===== config.mk =====
export PLATFORM = sky130hd
export DESIGN_NAME = time_unit_counter
export DESIGN_NICKNAME = d
export VERILOG_FILES = /design/src/rtl/time_unit_counter_pkg.sv /design/src/rtl/key_edge_detect.sv /design/src/rtl/time_unit_counter.sv
export SDC_FILE = /design/constraint.sdc
export NUM_CORES = 1
export LEC_CHECK = 0
export BUFFER_PORTS_ARGS = -buffer_cell sky130_fd_sc_hd__buf_2
export CORE_MARGIN = 2
export CORE_UTILIZATION = 60
export CTS_CLUSTER_SIZE = 30
export DETAILED_ROUTE_END_ITERATION = 12
export GPL_ROUTABILITY_DRIVEN = 0
export PLACE_DENSITY = 0.89
export SLEW_MARGIN = 25
export SYNTH_ARGS = -nofsm -noshare
export SYNTH_HDL_FRONTEND = slang
export SYNTH_SLANG_ARGS = --single-unit

===== constraint.sdc =====
create_clock -name clk -period 7 [get_ports clk]
set_input_delay 0 -clock clk [delete_from_list [all_inputs] [get_ports clk]]
set_output_delay 0 -clock clk [all_outputs]
set_load 0.05 [all_outputs]

===== src/rtl/time_unit_counter_pkg.sv =====
// time_counter_pkg: shared constants and helpers for time_unit_counter.
//   - Prescaler terminal counts: real-time (1 s at 50 MHz) and per-unit
//     debug rates selected by dbg_rate when TIME_UNIT_DEBUG_RATE_EN is defined.
//   - edit_op_t: the digit edit requested by a key event.
//   - rate_tc():   dbg_rate -> terminal count.
//   - apply_edit(): the ones/tens digit edit with wrap inside [min, max].
package time_counter_pkg;

  localparam int unsigned TC_REALTIME   = 49_999_999;
  localparam int unsigned TC_DBG_MINUTE = 833_333;
  localparam int unsigned TC_DBG_HOUR   = 13_888;
  localparam int unsigned TC_DBG_DAY    = 578;
  localparam int unsigned TC_DBG_MONTH  = 19;
  localparam int unsigned TC_DBG_YEAR   = 1;

  typedef enum logic [2:0] {
    NONE,
    ONES_INC,
    ONES_DEC,
    TENS_INC,
    TENS_DEC
  } edit_op_t;

  // Rate 0 (and unused codes 6/7) fall back to the instance's own TC.
  function automatic int unsigned rate_tc(input logic [2:0] rate,
                                          input int unsigned base_tc);
    case (rate)
      3'd1:    return TC_DBG_MINUTE;
      3'd2:    return TC_DBG_HOUR;
      3'd3:    return TC_DBG_DAY;
      3'd4:    return TC_DBG_MONTH;
      3'd5:    return TC_DBG_YEAR;
      default: return base_tc;
    endcase
  endfunction

  // Digit edits wrap within the digit rather than carrying into the other one.
  function automatic int apply_edit(input edit_op_t op, input int v,
                                    input int min_val, input int max_val);
    int ones;
    int tens;
    int r;
    ones = v % 10;
    tens = v / 10;
    r    = v;
    case (op)
      ONES_INC: begin
        if (ones == 9 || v == max_val) begin
          r = v - ones;
          if (r < min_val) r = min_val;
        end else begin
          r = v + 1;
        end
      end
      ONES_DEC: begin
        if (ones == 0 || v == min_val) begin
          r = (max_val - tens * 10 < 9) ? max_val : tens * 10 + 9;
        end else begin
          r = v - 1;
        end
      end
      TENS_INC: begin
        if (v + 10 > max_val) begin
          r = (ones < min_val) ? min_val : ones;
        end else begin
          r = v + 10;
        end
      end
      TENS_DEC: begin
        if (v - 10 < min_val) begin
          r = (max_val / 10) * 10 + ones;
          if (r > max_val) r = max_val;
        end else begin
          r = v - 10;
        end
      end
      default: r = v;
    endcase
    return r;
  endfunction

endpackage


===== src/rtl/key_edge_detect.sv =====
// key_edge_detect: falling-edge detector for one active-low key.
//   clk   - clock, rising edge
//   reset - synchronous, active-low
//   key   - raw key level (0 = pressed)
//   fall  - one-cycle pulse: previous sample 1, current level 0
module key_edge_detect (
  input  logic clk,
  input  logic reset,
  input  logic key,
  output logic fall
);

  logic key_q;
  logic armed;

  // History comes out of reset as "released"; armed stays low for the first
  // post-reset edge so a key held through reset is captured, not reported.
  always_ff @(posedge clk) begin
    if (!reset) begin
      key_q <= 1'b1;
      armed <= 1'b0;
    end else begin
      key_q <= key;
      armed <= 1'b1;
    end
  end

  assign fall = armed && key_q && !key;

endmodule


===== src/rtl/time_unit_counter.sv =====
// time_unit_counter: one clock/calendar unit (seconds, minutes, day, ...).
// Counts MIN_VAL..MAX_VAL, advancing from an internal prescaler
// (INT_PRESCALE=1) or from tick_in, with digit edit keys and a preset load.
//   clk, reset          - clock; synchronous active-low reset
//   tick_in             - advance pulse from lower unit (INT_PRESCALE=0)
//   edit_mode, edit_sel - freeze counting and edit ones(0)/tens(1) digit
//   key_plus, key_minus - active-low edit keys
//   load_en, load_val   - preset, clamped into range
//   dbg_rate            - debug TC select, only with TIME_UNIT_DEBUG_RATE_EN
//   value, carry_out    - registered value and one-cycle wrap pulse
module time_unit_counter
  import time_counter_pkg::*;
#(
  parameter int unsigned MAX_VAL      = 59,
  parameter int unsigned MIN_VAL      = 0,
  parameter int unsigned WIDTH        = 7,
  parameter int unsigned INT_PRESCALE = 1,
  parameter int unsigned TICK_TC      = TC_REALTIME
) (
  input  logic             clk,
  input  logic             reset,
  input  logic             tick_in,
  input  logic             edit_mode,
  input  logic             edit_sel,
  input  logic             key_plus,
  input  logic             key_minus,
  input  logic             load_en,
  input  logic [WIDTH-1:0] load_val,
`ifdef TIME_UNIT_DEBUG_RATE_EN
  input  logic [2:0]       dbg_rate,
`endif
  output logic [WIDTH-1:0] value,
  output logic             carry_out
);

  logic ev_plus;
  logic ev_minus;

  key_edge_detect u_key_plus (
    .clk   (clk),
    .reset (reset),
    .key   (key_plus),
    .fall  (ev_plus)
  );

  key_edge_detect u_key_minus (
    .clk   (clk),
    .reset (reset),
    .key   (key_minus),
    .fall  (ev_minus)
  );

  logic [31:0] tc;
  logic        rate_changed;

`ifdef TIME_UNIT_DEBUG_RATE_EN
  logic [2:0] dbg_rate_q;

  always_ff @(posedge clk) begin
    dbg_rate_q <= dbg_rate;
  end

  assign tc           = rate_tc(dbg_rate, TICK_TC);
  assign rate_changed = (dbg_rate != dbg_rate_q);
`else
  assign tc           = TICK_TC;
  assign rate_changed = 1'b0;
`endif

  logic [31:0] presc;
  logic        advance;

  // A rate change restarts the count, so the old count is never compared
  // against the new terminal value.
  always_comb begin
    if (INT_PRESCALE != 0) advance = (presc == tc) && !rate_changed;
    else                   advance = tick_in;
  end

  always_ff @(posedge clk) begin
    if (!reset || edit_mode || load_en || rate_changed || presc >= tc) begin
      presc <= '0;
    end else begin
      presc <= presc + 32'd1;
    end
  end

  edit_op_t         op;
  logic [WIDTH-1:0] load_next;
  logic [WIDTH-1:0] edit_next;

  always_comb begin
    op = NONE;
    if (ev_plus && !ev_minus)      op = edit_sel ? TENS_INC : ONES_INC;
    else if (ev_minus && !ev_plus) op = edit_sel ? TENS_DEC : ONES_DEC;

    if (int'(load_val) < int'(MIN_VAL))      load_next = WIDTH'(MIN_VAL);
    else if (int'(load_val) > int'(MAX_VAL)) load_next = WIDTH'(MAX_VAL);
    else                                     load_next = load_val;

    edit_next = WIDTH'(apply_edit(op, int'(value), int'(MIN_VAL), int'(MAX_VAL)));
  end

  always_ff @(posedge clk) begin
    if (!reset) begin
      value     <= WIDTH'(MIN_VAL);
      carry_out <= 1'b0;
    end else begin
      carry_out <= 1'b0;
      if (load_en) begin
        value <= load_next;
      end else if (edit_mode) begin
        value <= edit_next;
      end else if (advance) begin
        if (value == WIDTH'(MAX_VAL)) begin
          value     <= WIDTH'(MIN_VAL);
          carry_out <= 1'b1;
        end else begin
          value <= value + WIDTH'(1);
        end
      end
    end
  end

endmodule


### Word level (Yosys, flattened, before mapping)

Index checks and enable logic that the tools add are counted.

| word-level totals | value |
|---|---|
| bits in registers | 43 |
| input bits | 15 |
| output and inout bits | 8 |
| word-level logic and storage cells | 79 |

| cells by class | value |
|---|---|
| add/subtract/negate cells | 10 |
| multipliers | 1 |
| divide/modulo/power cells | 2 |
| magnitude comparators | 8 |
| equal/unequal tests | 9 |
| mux-type cells | 20 |
| bitwise gates (word level) | 2 |
| reduce and logical (&&, ||, !) cells | 21 |

Operator list:

| kind | number |
|---|---|
| $mux 7 | 13 |
| $lt 32x1->1 const B | 2 |
| $add 32x1->32 const B | 1 |
| $add 7x32->32 const A | 1 |
| $div 8x5->32 const B | 1 |
| $eq 32x26->1 const B | 1 |
| $eq 32x5->1 const B | 1 |
| $ge 32x26->1 const B | 1 |
| $gt 32x7->1 const B | 1 |
| $logic_not 32->1 | 1 |
| $lt 32x5->1 const B | 1 |
| $mod 8x5->32 const B | 1 |
| $mul 32x4->31 const B | 1 |
| $sub 7x32->32 const A | 1 |
| $sub 8x32->32 | 1 |
| $pmux 7 s4 | 1 |
| $add 7x1->7 const B | 2 |
| $mux 3 | 3 |
| $add 7x4->8 const B | 1 |
| $gt 8x6->1 const B | 1 |
| $lt 8x1->1 const B | 1 |
| $sub 7x4->8 const B | 1 |
| $add 7x5->7 const B | 1 |
| $eq 7x6->1 const B | 1 |
| 17 further kinds | 33 |

### Depth between registers and ports, before layout

Gate-level depths: netlist of run 1.

| logic depth | value |
|---|---|
| word-level depth | 10 |
| gate-level depth with buffers | 28 |

### Hierarchy

Synthesis of run 1 repeated with hierarchy kept, for this count alone.

| second synthesis, totals | value |
|---|---|
| cells, all modules | 593 |
| area, all modules | 4413.0 µm² |

By module, submodules not included:

| module | times used | cells each | area an instance (µm²) | seq. area each (µm²) |
|---|---|---|---|---|
| time_unit_counter | 1 | 585 | 4302.9 | 800.8 |
| key_edge_detect | 2 | 4 | 55.1 | 40.0 |

### Worst setup path after synthesis of run 1

Ideal clock, no wire load.

| path | value |
|---|---|
| path kind | reg2reg |
| from | register value[1] |
| to | register value[1] |
| data arrival time | 6103 ps |
| path slack | 818 ps |
| stages on the path, launching flop included | 25 |
| clock period less this slack | 6182 ps |
| cells stage by stage | dfxtp_1 inv_1 ha_1 and4bb_2 a211oi_1 a221o_2 o211ai_4 nor4_1 nor4_4 a21boi_1 nand2_1 ha_1 ha_1 ha_1 inv_1 o41ai_1 o21ba_2 ha_1 nor3_1 a21boi_0 and3_1 nor2_1 nor3_1 and3_1 a211oi_2 |

| between the ends | value |
|---|---|
| longest elaborated chain between the ends | 9 |
| elaborated cells on any way between the ends | 38 |

RTL lines:

| what | RTL line | RTL |
|---|---|---|
| from (decl) | time_unit_counter.sv:32 | `output logic [WIDTH-1:0] value,` |
| from (signal assigned) | time_unit_counter.sv:106 | `value <= WIDTH'(MIN_VAL);` |
| from (signal assigned) | time_unit_counter.sv:111 | `value <= load_next;` |
| from (signal assigned) | time_unit_counter.sv:113 | `value <= edit_next;` |
| $div 8x5->32 | time_unit_counter_pkg.sv:44 | `tens = v / 10;` |
| $mul 32x4->31 | time_unit_counter_pkg.sv:57 | `r = (max_val - tens * 10 < 9) ? max_val : tens * 10 + 9;` |
| $sub 7x32->32 | time_unit_counter_pkg.sv:57 |  |
| $lt 32x5->1 | time_unit_counter_pkg.sv:57 |  |
| $mux 7 | time_unit_counter_pkg.sv:57 |  |
| $mux 7 | time_unit_counter_pkg.sv:56 | `if (ones == 0 \|\| v == min_val) begin` |
| $pmux 7 s4 | time_unit_counter_pkg.sv:46 | `case (op)` |
| $mux 7 * | time_unit_counter.sv:112 | `end else if (edit_mode) begin` |
| $mux 7 * | time_unit_counter.sv:110 | `if (load_en) begin` |

Mark *: on every way between the ends. The rest lies on a longest branch, timed or not. The select of a mux whose other input is x is not followed.
A chain may end at the register's enable or synchronous reset.

### Worst setup path after layout of run 1

| path | value |
|---|---|
| from | register value[4] |
| to | register value[1] |

Same word-level chain as after synthesis.

==> results of run 1 <==
==> per-stage QoR <==
step / instances / utilization / hold WS [ns]
after floorplan: 644 / - / 0.02772
after global placement: 749 / 0.6505 / 0.2074
after detailed placement: 749 / 0.6505 / 0.2138
after CTS: 760 / 0.6652 / 0.1052
after global routing: 760 / 0.6652 / 0.1859
final: 760 / 0.6652 / 0.1071
==> power by group <==
group | switching (mW) | leakage [nW] | internal (mW)
Combinational | 0.544 | 1.63 | 0.331
Clock | 0.0902 | 0.0412 | 0.0699
Sequential | 0.00819 | 0.351 | 0.252
==> Yosys cell counts, types with 11 or more instances <==
cell,number
nor2_1,72
nand2_1,56
dfxtp_1,43
xor2_1,30
o21ai_0,28
ha_1,25
xnor2_1,25
a21oi_1,24
inv_1,23
nand2b_1,21
nand3_1,21
clkbuf_1,18
a211oi_1,13
o211ai_1,13
nand4_1,11
nor3_1,11
==> worst max-delay path: cells and delay by family (launching register included) <==
family / cells / cell delay (ns)
simple gates: 11 / 2.39
compound gates: 7 / 2.03
fa+ha+maj: 5 / 1.39
flops: 1 / 0.34
buf+inv: 3 / 0.33
==> state kept, by name, summed over array words and instances, names as in the netlist <==
signal,flops
carry_out,1
presc,32
u_key_minus.armed,1
u_key_minus.key_q,1
u_key_plus.key_q,1
value,7
==> per-layer routing <==
layer	wire (um)	part of all wire	up-vias	global-route usage
li1	-	-	2396	-
met1	5393	0.39	2371	0.3927
met2	6417	0.46	315	0.5280
met3	1369	0.099	91	0.06943
met4	707	0.051	0	0.1558
met5	0	0	-	0
==> cells by family after synthesis <==
group	after synthesis	share of synthesized area
buffers and inverters	53	0.05101
xor gates and xnor gates	56	0.1028
adders and majority gates	27	0.06988
AOI/OAI and AO/OA	189	0.2986
DFF	43	0.1755
and+or+nand+nor	260	0.2780
other	1	0.0007644
muxes	10	0.02346
==> final timing paths <==
path	endpoint	slack (ns)
max reg2reg	value[1]	0.44
max	value[1]	0.44
min	value[5]	0.11
min reg2reg	presc[0]	0.48
==> area by class of cell <==
cell class                 instances  area [um2]
fill                             636        2614
sequential                        43       860.8
inverter                          25       96.34
multi-input combinational        548        3814
tap                              102       127.6
clock buffer                       6       72.57
timing repair buffer              34       210.2
clock inverter                     2       12.51
==> timing repair <==
action                                  4_1_cts  5_1_grt
resized for setup                             0        1
endpoints found under the setup margin        0        2
endpoints found under the hold margin         3        0
hold buffers                                  3        0
==> flow_metrics.py, run 1 <==
metrics = {
    "global_route": {
        "grt_overflow_total": 0,
        "antenna_found_initial": 0,
        "grt_usage": 0.3190,
        "grt_max_degree": 35,
        "grt_pass1_vias": 4889,
        "grt_pass1_wl_mm": 22.80,
    },
    "pwr": {
        "power_mw": 1.295,
        "power.leakage_nw": 2.018,
        "power.density_nw_per_um2": 249.4,
        "ir_drop_mv": 0.1559,
    },
    "floorplanning": {
        "core_area_um2": 7807,
        "placementRows": 32,
        "die_h_um": 94.43,
        "initial_core_util": 0.6284,
        "dieWidth_um": 94.43,
        "dieArea_um2": 8916,
        "ios": 23,
    },
    "synth": {
        "synth-main-ff-cell": "dfxtp_1",
        "synth_edf_count": 0,
        "yosysSeqAreaShare": 0.1755,
        "async_flop_share": 0,
        "yosysTopAreaCell": "dfxtp_1",
        "syn_inst": 639,
        "syn_area_per_cell_um2": 7.678,
        "syn_area_um2": 4906,
        "synth_cell_types": 103,
        "synthTopCellsByArea": "dfxtp_1 (18%), ha_1 (6.4%), nor2_1 (5.5%)",
        "ys_ff_latch": 43,
        "yosys_warnings": 0,
        "synth_top_area_frac": 0.1755,
    },
    "timing": {
        "max_freq_ghz": 0.1525,
        "relSlewSlack": 0.4137,
        "skew_ns": 0.007696,
        "setup_violations": 0,
        "final.setup.tns_ns": 0,
        "fin_crit_sh": 0.9366,
        "rsz0062_at_grt": "false",
        "final_max_slew_viol_count": 0,
        "hold_viol": 0,
        "tightest_slew_ns": 0.8783,
        "fin_ws_ns": 0.4436,
        "finalCriticalPeriod_ns": 6.556,
    },
    "setup_path": {
        "cp.arrival_ns": 6.77,
        "path_class": "reg2reg",
        "start_kind": "register",
        "endpoint_kind": "register",
        "critPathMostFrequentCell": "ha_1",
        "r2r_start": "value[4]",
        "cp-startpoint": "value[4]",
        "worstPathMaxFanout": 8,
        "r2r_cells": 26,
        "critPathMaxStageDelay_ns": 0.54,
        "required_ns": 7.22,
        "cp_slowest_cell": "o41ai_1",
    },
    "finish": {
        "syn_to_final_growth_pct": 5.866,
        "stdcell_area_um2": 5194,
        "antennaDiodeCount": 0,
        "final_common_cell": "nor2_1",
        "final_cell_mix": "nor2_1 (72), nand2_1 (56), dfxtp_1 (43), xor2_1 (30), o21ai_0 (28)",
        "fin_nets": 698,
        "drive_above_1_share": 0.1353,
    },
    "drt": {
        "drt_iter0_drc": 805,
        "vias": 5173,
        "route.antenna.remaining_nets": 0,
        "routed_wl_mm": 13.89,
        "drcViolationCount": 1,
        "drt_first_pass_iters": 10,
        "viasPerCell": 6.807,
        "avgRoutedWirePerCell_um": 18.27,
    },
    "cts": {
        "clk_latency_ns": 0.30,
        "cts_root_buf": "clkbuf_8",
        "cts_buffers": 5,
        "clockBufferDepth": 2,
        "path_clk_slew_ns": 0.09,
        "post_cts_buffers": 0,
        "cts_sinks": 43,
        "cts_max_level": 2,
        "cts_tree": "yes",
    },
    "run": {
        "max_cap_viol_count": 0,
    },
    "placed_design": {
        "placed_area_um2": 5079,
        "hpwlAfterDp_mm": 10.30,
        "port_buffers": 21,
        "preCtsSetupSlack_ns": 0.5106,
    },
    "status": {
        "failed_checks": "DRC",
        "status": "finished, violations left",
    },
    "hold_path": {
        "hp-class": "in2reg",
        "hp-start": "load_val[5]",
        "hold_depth": 5,
    },
}
Power figures use the tool's default switching activity.
==> inputs of run 2 (changes only) <==
--- a/config.mk
+++ b/config.mk
@@ -15,4 +15,5 @@
 export SLEW_MARGIN = 25
 export SYNTH_ARGS = -nofsm -noshare
 export SYNTH_HDL_FRONTEND = slang
+export SYNTH_HIERARCHICAL = 1
 export SYNTH_SLANG_ARGS = --single-unit
==> run 2 against run 1 <==
  * The run now ends clean
  * Register-to-register slack worse by 0.21 ns
  * Critical path depth shrank 3
  * Setup slack got worse by 0.21 ns
  * Clock power increased by 26%
  * Design area fell by 6.7%
  * Clock skew grew 0.0070 ns
  * Synthesized cell count is 7.2% lower
  * Largest power group unchanged
==> flow_metrics.py, run 2 <==
metrics = {
    "cts": {
        "clockBufferDepth": 2,
        "clk_latency_ns": 0.31,
        "cts_tree": "yes",
        "cts_buffers": 5,
        "cts_max_level": 2,
        "path_clk_slew_ns": 0.10,
        "cts_sinks": 44,
        "cts_root_buf": "clkbuf_8",
    },
    "run": {
        "max_cap_viol_count": 0,
    },
    "timing": {
        "skew_ns": 0.01472,
        "hold_viol": 0,
        "final_max_slew_viol_count": 0,
        "relSlewSlack": 0.3097,
        "max_freq_ghz": 0.1477,
        "finalCriticalPeriod_ns": 6.769,
        "fin_crit_sh": 0.9670,
        "fin_ws_ns": 0.2312,
        "tightest_slew_ns": 1.026,
        "setup_violations": 0,
    },
    "global_route": {
        "grt_overflow_total": 0,
        "grt_pass1_vias": 4549,
        "grt_pass1_wl_mm": 21.27,
        "antenna_found_initial": 0,
        "grt_usage": 0.3121,
        "grt_max_degree": 29,
    },
    "drt": {
        "viasPerCell": 6.913,
        "route.antenna.remaining_nets": 0,
        "avgRoutedWirePerCell_um": 18.40,
        "drcViolationCount": 0,
        "drt_first_pass_iters": 7,
        "vias": 4991,
        "routed_wl_mm": 13.28,
        "drt_iter0_drc": 569,
    },
    "synth": {
        "async_flop_share": 0,
        "ys_ff_latch": 44,
        "syn_inst": 593,
        "synth_cell_types": 82,
        "yosys_warnings": 6,
        "yosysMostFrequentCell": "nor2_1",
        "synth_top_area_frac": 0.1996,
        "yosysTopAreaCell": "dfxtp_1",
        "yosys-top-cells-count": "nor2_1 (69), nand2_1 (50), dfxtp_1 (44), o21ai_0 (44), xnor2_1 (27)",
        "yosysSeqAreaShare": 0.1996,
        "syn_area_um2": 4413,
        "syn_area_per_cell_um2": 7.442,
        "synthTopCellsByArea": "dfxtp_1 (20%), ha_1 (7.1%), nor2_1 (5.9%)",
        "synth-main-ff-cell": "dfxtp_1",
        "synth_edf_count": 0,
    },
    "setup_path": {
        "start_kind": "register",
        "critPathMostFrequentCell": "ha_1",
        "cp_slowest_cell": "or4_4",
        "r2r_end": "value[2]",
        "cp_cell_sequence": "nor2_2 > inv_1 > ha_1 > nor2b_1 > a31o_2 > o22a_1 > o211ai_1 > o221a_2 > nand3_2 > or4_4 > ha_1 > ha_1 > ha_1 > a31oi_1 > a21oi_1 > ha_1 > or4_1 > o21ai_1 > buf_4 > nor2_1 > mux2_2 > a2111oi_2 > a221oi_1",
        "crit_end": "value[2]",
        "path_delay_family": "compound AO/OA/AOI/OAI gates",
        "cp-startpoint": "value[4]",
        "worstPathMaxFanout": 8,
        "r2r_cells": 23,
        "cp.depth": 23,
        "cp.arrival_ns": 6.96,
        "crit_buf_inv": 2,
        "path_class": "reg2reg",
        "required_ns": 7.19,
        "endpoint_kind": "register",
        "critPathMaxStageDelay_ns": 0.62,
        "reg2reg_slack_ns": 0.23,
        "r2r_start": "value[4]",
    },
    "pwr": {
        "power_mw": 1.146,
        "power.leakage_nw": 1.886,
        "ir_drop_mv": 0.2483,
        "power.density_nw_per_um2": 236.5,
    },
    "finish": {
        "final_cell_mix": "nor2_1 (68), nand2_1 (50), dfxtp_1 (44), o21ai_0 (41), xnor2_1 (27)",
        "fin_nets": 663,
        "reg_top3": "presc: 32 flops, value: 7 flops",
        "regMostFlops": "presc",
        "fin_util": 0.6753,
        "fillers": 577,
        "largest_register_ffs": 32,
        "final_common_cell": "nor2_1",
        "final_cells": 722,
        "antennaDiodeCount": 0,
        "syn_to_final_growth_pct": 9.810,
        "drive_above_1_share": 0.1091,
    },
    "floorplanning": {
        "core_area_um2": 7176,
        "ios": 23,
        "dieArea_um2": 8057,
        "initial_core_util": 0.6150,
        "die_h_um": 89.76,
        "dieWidth_um": 89.76,
        "placementRows": 31,
    },
    "status": {
        "status": "completed",
    },
    "placed_design": {
        "preCtsSetupSlack_ns": 0.2047,
        "hpwlAfterDp_mm": 9.652,
        "post-place-cells": 705,
        "port_buffers": 21,
    },
    "hold_path": {
        "hp-class": "in2reg",
        "hp-start": "edit_mode",
    },
}
==> run 2: timing repair <==
item	in CTS	in global routing
endpoints found under the hold margin	4	0
gates resized for setup	0	6
hold buffers	5	0
setup buffers	0	4
setup endpoints to repair	0	6
==> run 2: routing by layer <==
metal | track usage | share of wire
met1 | 0.3956 | 0.38
met2 | 0.5177 | 0.46
met5 | 0 | 0
met4 | 0.1410 | 0.042
met3 | 0.05784 | 0.12
==> run 2: area by class of cell <==
cell class / count / area (um2) / share of cell area
multi-input combinational: 504 / 3361 / 0.6935
sequential: 44 / 880.8 / 0.1818
clock buffer: 5 / 68.82 / 0.01420
timing repair buffer: 41 / 267.8 / 0.05525
clock inverter: 3 / 46.29 / 0.009553
inverter: 26 / 97.59 / 0.02014
tap: 99 / 123.9 / 0.02556
==> run 2: kinds of logic after synthesis <==
group / Yosys count / share of synthesized area
and+or+nand+nor: 234 / 0.2617
muxes: 5 / 0.01191
other: 1 / 0.0008498
adders and majority gates: 28 / 0.07995
DFF: 44 / 0.1996
xor gates and xnor gates: 51 / 0.1012
AOI/OAI and AO/OA: 180 / 0.3003
buffers and inverters: 50 / 0.04451
==> run 2: power by group <==
| part | leakage [nW] | total, mW | switching, mW | internal (mW) |
|---|---|---|---|---|
| Clock | 0.0548 | 0.202 | 0.0941 | 0.108 |
| Sequential | 0.360 | 0.266 | 0.00918 | 0.257 |
| Combinational | 1.47 | 0.678 | 0.430 | 0.248 |
| Total | 1.89 | 1.15 | 0.533 | 0.613 |
==> run 2: worst min-delay path by stage <==
stage	endpoint	slack, ns	depth (start not counted)
floorplan	u_key_minus/armed	0.03	0
global placement	u_key_plus/key_q	0.20	2
detailed placement	u_key_plus/key_q	0.20	2
CTS	carry_out	0.1	4
global route	carry_out	0.12	4
finish	carry_out	0.11	4
==> run 2: worst register-to-register path, delay by kind of cell (launching register included) <==
kind	cells	cell delay, ns
AO/OA/AOI/OAI	9	2.49
adder cells (fa/ha/maj)	5	1.49
buffers and inverters	2	0.37
flip-flops	1	0.34
multiplexers	1	0.28
AND/OR/NAND/NOR	6	1.69
==> run 2: metrics by stage <==
stage          setup TNS [ns]  hold slack [ns]  instance area [um2]
4_1_cts                     0          0.09522                 4810
3_5_place_dp                0           0.2046                 4644
5_1_grt              -0.04906           0.1239                 4846
3_3_place_gp                0           0.1957                 4644
6_report                    0           0.1055                 4846
2_1_floorplan               0          0.02772                 4432
